[config.mk]
export PLATFORM = sky130hd
export DESIGN_NAME = alu_issue_ctrl
export DESIGN_NICKNAME = d
export VERILOG_FILES = /design/src/rtl/alu_issue_ctrl.sv
export SDC_FILE = /design/constraint.sdc
export NUM_CORES = 1
export LEC_CHECK = 0
export ABC_AREA = 0
export CORE_MARGIN = 5
export CORE_UTILIZATION = 28
export DETAILED_ROUTE_END_ITERATION = 8
export SLEW_MARGIN = 20
export SYNTH_ARGS = -nofsm -noshare
export SYNTH_HDL_FRONTEND = slang
export SYNTH_SLANG_ARGS = --single-unit
export TNS_END_PERCENT = 50
[constraint.sdc]
create_clock -name clk -period 5.28 [get_ports clk]
set_clock_uncertainty 0.1 [all_clocks]
set_input_delay 0.792 -clock clk [delete_from_list [all_inputs] [get_ports clk]]
set_output_delay 0.792 -clock clk [all_outputs]
set_load 0.005 [all_outputs]
[src/rtl/alu_issue_ctrl.sv]
// Issue controller between RX and decode/ALU: command FIFO, opcode filter,
// credit-gated issue and result FIFO toward TX.
module alu_issue_ctrl #(
  parameter int CMD_DEPTH = 4,
  parameter int RES_DEPTH = 4,
  parameter int RES_W     = 32
) (
  input  logic                           clk,
  input  logic                           rst,
  input  logic                           in_valid,
  output logic                           in_ready,
  input  logic [7:0]                     in_op,
  input  logic [7:0]                     in_a1,
  input  logic [7:0]                     in_a2,
  input  logic [7:0]                     in_b1,
  input  logic [7:0]                     in_b2,
  output logic                           cmd_valid,
  input  logic                           cmd_ready,
  output logic [7:0]                     cmd_op,
  output logic [7:0]                     cmd_a1,
  output logic [7:0]                     cmd_a2,
  output logic [7:0]                     cmd_b1,
  output logic [7:0]                     cmd_b2,
  input  logic                           res_valid,
  input  logic [RES_W-1:0]               res_data,
  output logic                           out_valid,
  input  logic                           out_ready,
  output logic [RES_W-1:0]               out_data,
  output logic [$clog2(RES_DEPTH+1)-1:0] inflight,
  output logic [7:0]                     err_cnt,
  output logic                           proto_err
);
  localparam int CAW = $clog2(CMD_DEPTH);
  localparam int RAW = $clog2(RES_DEPTH);
  localparam int IW  = $clog2(RES_DEPTH+1);

  logic [39:0]      cmd_mem [CMD_DEPTH];
  logic [RES_W-1:0] res_mem [RES_DEPTH];

  logic [CAW:0]  cw_q, cw_d, cr_q, cr_d;
  logic [RAW:0]  rw_q, rw_d, rr_q, rr_d;
  logic [IW-1:0] inf_q, inf_d;
  logic [7:0]    err_q, err_d;
  logic          perr_q, perr_d;

  logic          cmd_empty, cmd_full, res_empty;
  logic [RAW:0]  res_cnt;
  logic [IW:0]   used;
  logic          credit_ok, legal;
  logic          push, drop, issue, res_ok, pop;

  assign cmd_empty = cw_q == cr_q;
  assign cmd_full  = (cw_q[CAW] != cr_q[CAW]) &&
                     (cw_q[CAW-1:0] == cr_q[CAW-1:0]);
  assign res_empty = rw_q == rr_q;
  assign res_cnt   = rw_q - rr_q;

  // Outstanding work plus buffered results must leave room for one more.
  assign used      = {1'b0, inf_q} + (IW+1)'(res_cnt);
  assign credit_ok = used < (IW+1)'(RES_DEPTH);

  assign legal  = (in_op != 8'h00) && (in_op < 8'h10);
  assign push   = in_valid && in_ready && legal;
  assign drop   = in_valid && in_ready && !legal;
  assign issue  = cmd_valid && cmd_ready;
  assign res_ok = res_valid && (inf_q != '0);
  assign pop    = out_valid && out_ready;

  assign in_ready  = !cmd_full;
  assign cmd_valid = !cmd_empty && credit_ok;
  assign {cmd_op, cmd_a1, cmd_a2, cmd_b1, cmd_b2} = cmd_mem[cr_q[CAW-1:0]];
  assign out_valid = !res_empty;
  assign out_data  = res_mem[rr_q[RAW-1:0]];
  assign inflight  = inf_q;
  assign err_cnt   = err_q;
  assign proto_err = perr_q;

  always_comb begin
    cw_d   = cw_q + (CAW+1)'(push);
    cr_d   = cr_q + (CAW+1)'(issue);
    rw_d   = rw_q + (RAW+1)'(res_ok);
    rr_d   = rr_q + (RAW+1)'(pop);
    inf_d  = inf_q;
    err_d  = err_q;
    perr_d = perr_q | (res_valid && (inf_q == '0));
    if (issue && !res_ok) inf_d = inf_q + 1'b1;
    if (!issue && res_ok) inf_d = inf_q - 1'b1;
    if (drop && (err_q != 8'hFF)) err_d = err_q + 8'd1;
  end

  always_ff @(posedge clk or posedge rst) begin
    if (rst) begin
      cw_q   <= '0;
      cr_q   <= '0;
      rw_q   <= '0;
      rr_q   <= '0;
      inf_q  <= '0;
      err_q  <= '0;
      perr_q <= 1'b0;
    end else begin
      cw_q   <= cw_d;
      cr_q   <= cr_d;
      rw_q   <= rw_d;
      rr_q   <= rr_d;
      inf_q  <= inf_d;
      err_q  <= err_d;
      perr_q <= perr_d;
    end
  end

  // Storage needs no reset; the pointers define what is valid.
  always_ff @(posedge clk) begin
    if (push)
      cmd_mem[cw_q[CAW-1:0]] <= {in_op, in_a1, in_a2, in_b1, in_b2};
    if (res_ok)
      res_mem[rw_q[RAW-1:0]] <= res_data;
  end
endmodule

==> qor.yml, run 1 <==
layout:
  fillCellCount: 3758
  instances_no_fill: 1244
  layout-drive-gt1-share_pct: 20.0
  nets: 779
  regArea_um2: 9260
  multiInputGateArea_um2: 2310
  syn2layout_area_growth_pct: 29.2
  utilization_pct: 36.7
clock_network:
  cts.htree.levels: 2
  path_clk_slew_ns: 0.06
  clock-root-buffer: "clkbuf_16"
  tritoncts: "done"
  numCtsBuffers: 35
  clkSinkCount: 312
  cts_max_path_buffers: 3
  post_cts_buffers: 0
  clock_latency_ns: 0.53
  cts_hold_buf: 0
  cts_resized: 0
critical_path:
  r2r-start: "rw_q[0]$_DFF_PP0_"
  reg2regPathDepth: 14
  r2r_slack_ns: 2.25
  cp.arrival_ns: 2.92
  critPathKind: "reg -> out"
  worstSetupEndpointType: "primary output"
  worstSetupStartpoint: "rw_q[0]$_DFF_PP0_"
  cp_data_required_time_ns: 4.39
  r2r_end: "inflight[2]$_DFFE_PP0P_"
  start_kind: "flop"
  crit_fanout: 4
synthesis:
  ys_types: 32
  yosys.area.top_type_share_pct: 74.2
  synth_area_leaders: "edfxtp_1 (74%), mux4_2 (14%), dfrtp_1 (5.2%)"
  synth.largest_area_cell: "edfxtp_1"
  synth_nets: 587
  synthesis.instances: 493
  yosysWarningCount: 0
  synth_seq_cells: 312
  seq_area_frac_synth_pct: 79.3
  syn_area_um2: 11700
  synth_area_per_cell_um2: 23.7
pwr:
  p_leak_nw: 4.92
  p_per_area_nw_per_um2: 522
  power.total_mw: 7.87
  max-vdd-ir-drop_mv: 0.396
global_route:
  grt_pass1_wl_um: 37300
  grt_max_degree: 43
  antenna_found_initial: 1
  grt_pass1_vias: 5965
  grt_usage_pct: 10.4
  overflow: 0
die:
  pin_count: 165
  die_h_um: 214
  initial_core_util_pct: 28.4
  die_width_um: 214
  row_count: 74
  core_um2: 41000
  die-area_um2: 45800
drt:
  drt.antenna.violating_nets: 0
  drtIter0Drc: 307
  vias: 5550
  wl_per_cell_um: 19.3
  firstDrtPassIters: 5
  drc: 0
  via_per_inst: 4.46
  routed_wl_um: 24000
timing:
  drv_slew: 0
  worstMarginPinSlew_ns: 0.942
  post-route-period-util_pct: 72.1
  hold_viol: 0
  fin_ws_ns: 1.47
  max_slew_margin_pct: 37.2
  rsz0062_at_grt: "no"
  setup_viol: 0
  fmax_ghz: 0.263
  min_period_ns: 3.81
  fin_tns_setup_ns: 0
place:
  dp_hpwl_um: 15000
  place_inst: 1180
  port_buffers: 164
  pre_cts_slack_ns: 1.26
  routabilityCongestion: 0.705
hold_path:
  hp-class: "reg -> reg"
  hold_depth: 1
  min_to: "proto_err$_DFF_PP0_"
  hold_path.startpoint: "proto_err$_DFF_PP0_"
run_status:
  status: "finished clean"
flow_run:
  cap_violations: 0
==> layer usage <==
| layer | vias to the layer above | track usage, % | part of all wire (%) |
|---|---|---|---|
| li1 | 2449 | - | - |
| met1 | 2872 | 13.8 | 44 |
| met2 | 190 | 15.5 | 44 |
| met3 | 37 | 4.52 | 9.5 |
| met4 | 2 | 3.35 | 2.2 |
| met5 | - | 0 | 0.054 |
==> Yosys cell counts (all sizes together) <==
library cell	instances
a32o	1
or2b	1
inv	10
nor3b	2
o221a	1
dfrtp	24
a21o	1
edfxtp	288
or4	1
nor3	11
buf	8
xor2	13
nand4	2
mux4	72
ha	14
nor2	2
nand2	5
xnor2	4
fa	2
mux2	3
clkbuf	10
nand3	7
nand2b	1
nor4	1
and2	3
mux2i	1
o21ai	1
and3	4
==> power by group <==
| group | leakage, nW | total (mW) | switching (mW) | internal (mW) |
|---|---|---|---|---|
| clock network | 0.500 | 2.22 | 0.940 | 1.28 |
| logic | 1.53 | 2.35 | 0.959 | 1.39 |
| registers | 2.90 | 3.29 | 0.258 | 3.04 |
==> layout by cell type (no fill, tap or decap), drive strengths merged <==
cell	netlist	routed
a21o	1	1
a32o	1	1
and2	3	3
and3	4	4
buf	8	9
bufinv	0	1
clkbuf	10	46
clkdlybuf4s50	0	164
clkinv	0	11
clkinvlp	0	2
dfrtp	24	24
diode	0	1
edfxtp	288	288
fa	2	2
ha	14	14
inv	10	13
mux2	3	3
mux2i	1	1
mux4	72	72
nand2	5	5
nand2b	1	1
nand3	7	7
nand4	2	2
nor2	2	2
nor3	11	11
nor3b	2	2
nor4	1	1
o21ai	1	1
o221a	1	1
or2b	1	1
or4	1	1
xnor2	4	4
xor2	13	13
==> flip-flops by register name, summed over array words and instances (netlist names) <==
register,cells
cmd_mem,160
cr_q,3
cw_q,3
err_cnt,8
inflight,3
proto_err,1
res_mem,128
rr_q,3
rw_q,3
==> logic make-up after synthesis <==
family                   count (synthesis)  share of synthesized area [%]
AO/OA/AOI/OAI                            4                          0.300
XOR/XNOR                                17                           1.28
adder cells (fa/ha/maj)                 16                           1.85
buffers and inverters                   28                           1.09
flip-flops                             312                           79.3
multiplexers                            76                           14.3
AND/OR/NAND/NOR                         40                           1.89
==> final cells by class <==
class | instances | share of cell area [%]
sequential | 312 | 61.4
multi-input combinational | 153 | 15.4
timing repair buffer | 173 | 11.6
clock buffer | 46 | 6.09
tap | 532 | 4.42
clock inverter | 17 | 0.831
inverter | 10 | 0.249
antenna | 1 | 0.0166
==> critical path: stages (launching register included) <==
cell and delay, ns:
dfrtp_1 0.41, inv_1 0.11, ha_1 0.15, inv_1 0.04, fa_1 0.37, xor2_1 0.17
ha_1 0.28, nor3_1 0.13, o221a_2 0.24, clkdlybuf4s50_1 0.50
==> worst max path at each step <==
stage / slack [ns] / cells after the start / end
floorplan: 0.28 / 4 / cmd_mem[1][0]$_DFFE_PP_
global placement: 1.35 / 7 / cmd_mem[3][9]$_DFFE_PP_
detailed placement: 1.26 / 6 / cmd_mem[2][13]$_DFFE_PP_
CTS: 1.41 / 9 / cmd_valid
global route: 1.30 / 9 / cmd_valid
finish: 1.47 / 9 / cmd_valid
==> through the flow <==
stage,cell area [µm²],hold slack (ns)
5_1_grt,15100,0.371
4_1_cts,15100,0.366
6_report,15100,0.364
3_3_place_gp,14000,0.342
3_5_place_dp,14000,0.353
2_1_floorplan,11700,0.351
(Power assumes the default switching activity.)
==> run 2: changes to the inputs <==
==> constraint.sdc (replaced) <==
create_clock -name clk -period 3.4 [get_ports clk]
set_clock_uncertainty 0.1 [all_clocks]
set_input_delay 0.51 -clock clk [delete_from_list [all_inputs] [get_ports clk]]
set_output_delay 0.51 -clock clk [all_outputs]
set_load 0.005 [all_outputs]
==> qor.yml, run 2 (same netlist as run 1, synthesis figures left out) <==
run_status:
  status: "finished clean"  # unchanged
global_route:
  grt_pass1_vias: 6096  # was 5965
  overflow: 0  # unchanged
  grt_pass1_wl_um: 36800  # was 37300 µm
  grt_usage_pct: 10.3  # was 10.4%
  antenna_found_initial: 1  # unchanged
  grt_max_degree: 42  # was 43
timing:
  rsz0062_at_grt: "no"  # unchanged
  hold_viol: 0  # unchanged
  worstMarginPinSlew_ns: 0.927  # was 0.942 ns
  post-route-period-util_pct: 94.0
  fmax_ghz: 0.313
  fin_tns_setup_ns: 0  # unchanged
  setup_viol: 0  # unchanged
  min_period_ns: 3.20
  drv_slew: 0  # unchanged
  fin_ws_ns: 0.203  # was 1.47 ns
  timing.hold.ws_ns: 0.357  # was 0.364 ns
  max_slew_margin_pct: 38.1  # was 37.2%
clock_network:
  numCtsBuffers: 35  # unchanged
  cts_max_path_buffers: 3  # unchanged
  clock-root-buffer: "clkbuf_16"  # unchanged
  clock_latency_ns: 0.53  # about the same
  path_clk_slew_ns: 0.06  # about the same
  tritoncts: "done"  # unchanged
  clkSinkCount: 312  # unchanged
  cts.htree.levels: 2  # unchanged
  cts_hold_buf: 0  # unchanged
critical_path:
  critPathKind: "reg -> out"  # unchanged
  cp.arrival_ns: 2.59  # was 2.92 ns
  crit_fanout: 3  # was 4
  worstSetupEndpointType: "primary output"  # unchanged
  cp_data_required_time_ns: 2.79  # was 4.39 ns
  start_kind: "flop"  # unchanged
die:
  initial_core_util_pct: 28.4  # unchanged
  die_width_um: 214  # unchanged
  pin_count: 165  # unchanged
  row_count: 74  # unchanged
  die_h_um: 214  # unchanged
  die-area_um2: 45800  # unchanged
  core_um2: 41000  # unchanged
place:
  routabilityCongestion: 0.700  # was 0.705
  pre_cts_slack_ns: 0.371  # was 1.26 ns
  port_buffers: 164  # unchanged
  place_inst: 1186  # was 1180
  place_area_um2: 14100  # was 14000 µm²
  dp_hpwl_um: 14600  # was 15000 µm
drt:
  vias: 5556  # was 5550
  wl_per_cell_um: 18.9  # was 19.3 µm
  via_per_inst: 4.44  # was 4.46
  drc: 0  # unchanged
  drt.antenna.violating_nets: 0  # unchanged
  firstDrtPassIters: 4  # was 5
  routed_wl_um: 23700  # was 24000 µm
  drtIter0Drc: 335  # was 307
pwr:
  p_leak_nw: 5.04  # was 4.92 nW
  p_per_area_nw_per_um2: 826  # was 522 nW/µm²
  power.total_mw: 12.6  # was 7.87 mW
  max-vdd-ir-drop_mv: 0.466  # was 0.396 mV
layout:
  utilization_pct: 37.2  # was 36.7%
  regArea_um2: 9260  # unchanged
  largest_reg_flops: 160  # unchanged
  finalInstanceArea_um2: 15300  # was 15100 µm²
  nets: 786  # was 779
  layout-drive-gt1-share_pct: 21.8  # was 20.0%
  syn2layout_area_growth_pct: 31.0  # was 29.2%
  layout_commonest_cell: "edfxtp_1"  # unchanged
  fillCellCount: 3753  # was 3758
  instances_no_fill: 1250  # was 1244
  multiInputGateArea_um2: 2320  # was 2310 µm²
  final_cell_mix: "edfxtp_1 (288), clkdlybuf4s50_1 (163), mux4_2 (72)"  # was edfxtp_1 (288), clkdlybuf4s50_1 (164), mux4_2 (72)
flow_run:
  cap_violations: 0  # unchanged
hold_path:
  hp-class: "reg -> reg"  # unchanged
==> run 2: area by class of cell <==
cell class	count	area share, %
flip-flops and latches	312	60.6
multi-input cells	153	15.2
clock inverters	23	1.70
well taps	532	4.36
diodes	1	0.0164
inverters	10	0.246
clock buffers	39	5.97
repair buffers	180	11.9
==> run 2: final timing paths <==
path | start | end | slack (ns) | cells after the start
worst max-delay path | rw_q[0]$_DFF_PP0_ | cmd_valid | 0.20 | 9
worst min-delay path | proto_err$_DFF_PP0_ | proto_err$_DFF_PP0_ | 0.36 | 1
worst max register to register | rw_q[0]$_DFF_PP0_ | inflight[2]$_DFFE_PP0P_ | 0.42 | 14
worst min register to register | proto_err$_DFF_PP0_ | proto_err$_DFF_PP0_ | 0.36 | 1
max in group asynchronous | rst | cr_q[0]$_DFF_PP0_ | 2.15 | 2
min in group asynchronous | rst | err_cnt[6]$_DFFE_PP0P_ | 0.38 | 2
==> run 2: routing by layer <==
| layer | up-vias | share of wire [%] | track usage [%] |
|---|---|---|---|
| met4 | 2 | 2.7 | 3.80 |
| met1 | 2874 | 42 | 12.9 |
| met5 | - | 0.085 | 0 |
| met2 | 180 | 47 | 16.3 |
| li1 | 2456 | - | - |
| met3 | 44 | 8.6 | 3.98 |
==> run 2: worst max-delay path, stage by stage (launching register included) <==
cell and delay, ns:
dfrtp_1 0.39, inv_2 0.08, ha_1 0.14, inv_1 0.05, fa_1 0.37, xor2_1 0.17
ha_1 0.30, nor3_2 0.10, o221a_2 0.23, dlygate4sd2_1 0.24
==> run 2: what timing repair did <==
item,4_1_cts,5_1_grt
resized for setup,2,1
setup endpoints to repair,1,1
setup buffers,1,0
==> run 2: report_power, final <==
part	switching [mW]	total, mW	internal, mW	leakage, nW
registers	0.288	5.00	4.71	2.90
logic	1.62	3.83	2.22	1.58
clock network	1.47	3.79	2.32	0.564
total	3.38	12.6	9.25	5.04
==> run 3: changes to the inputs <==
--- a/config.mk
+++ b/config.mk
@@ -13,4 +13,4 @@
 export SYNTH_ARGS = -nofsm -noshare
 export SYNTH_HDL_FRONTEND = slang
 export SYNTH_SLANG_ARGS = --single-unit
-export TNS_END_PERCENT = 50
+export TNS_END_PERCENT = 10
==> results of run 3 <==
Same layout as run 2: the final DEF is identical, and so are final timing and power.
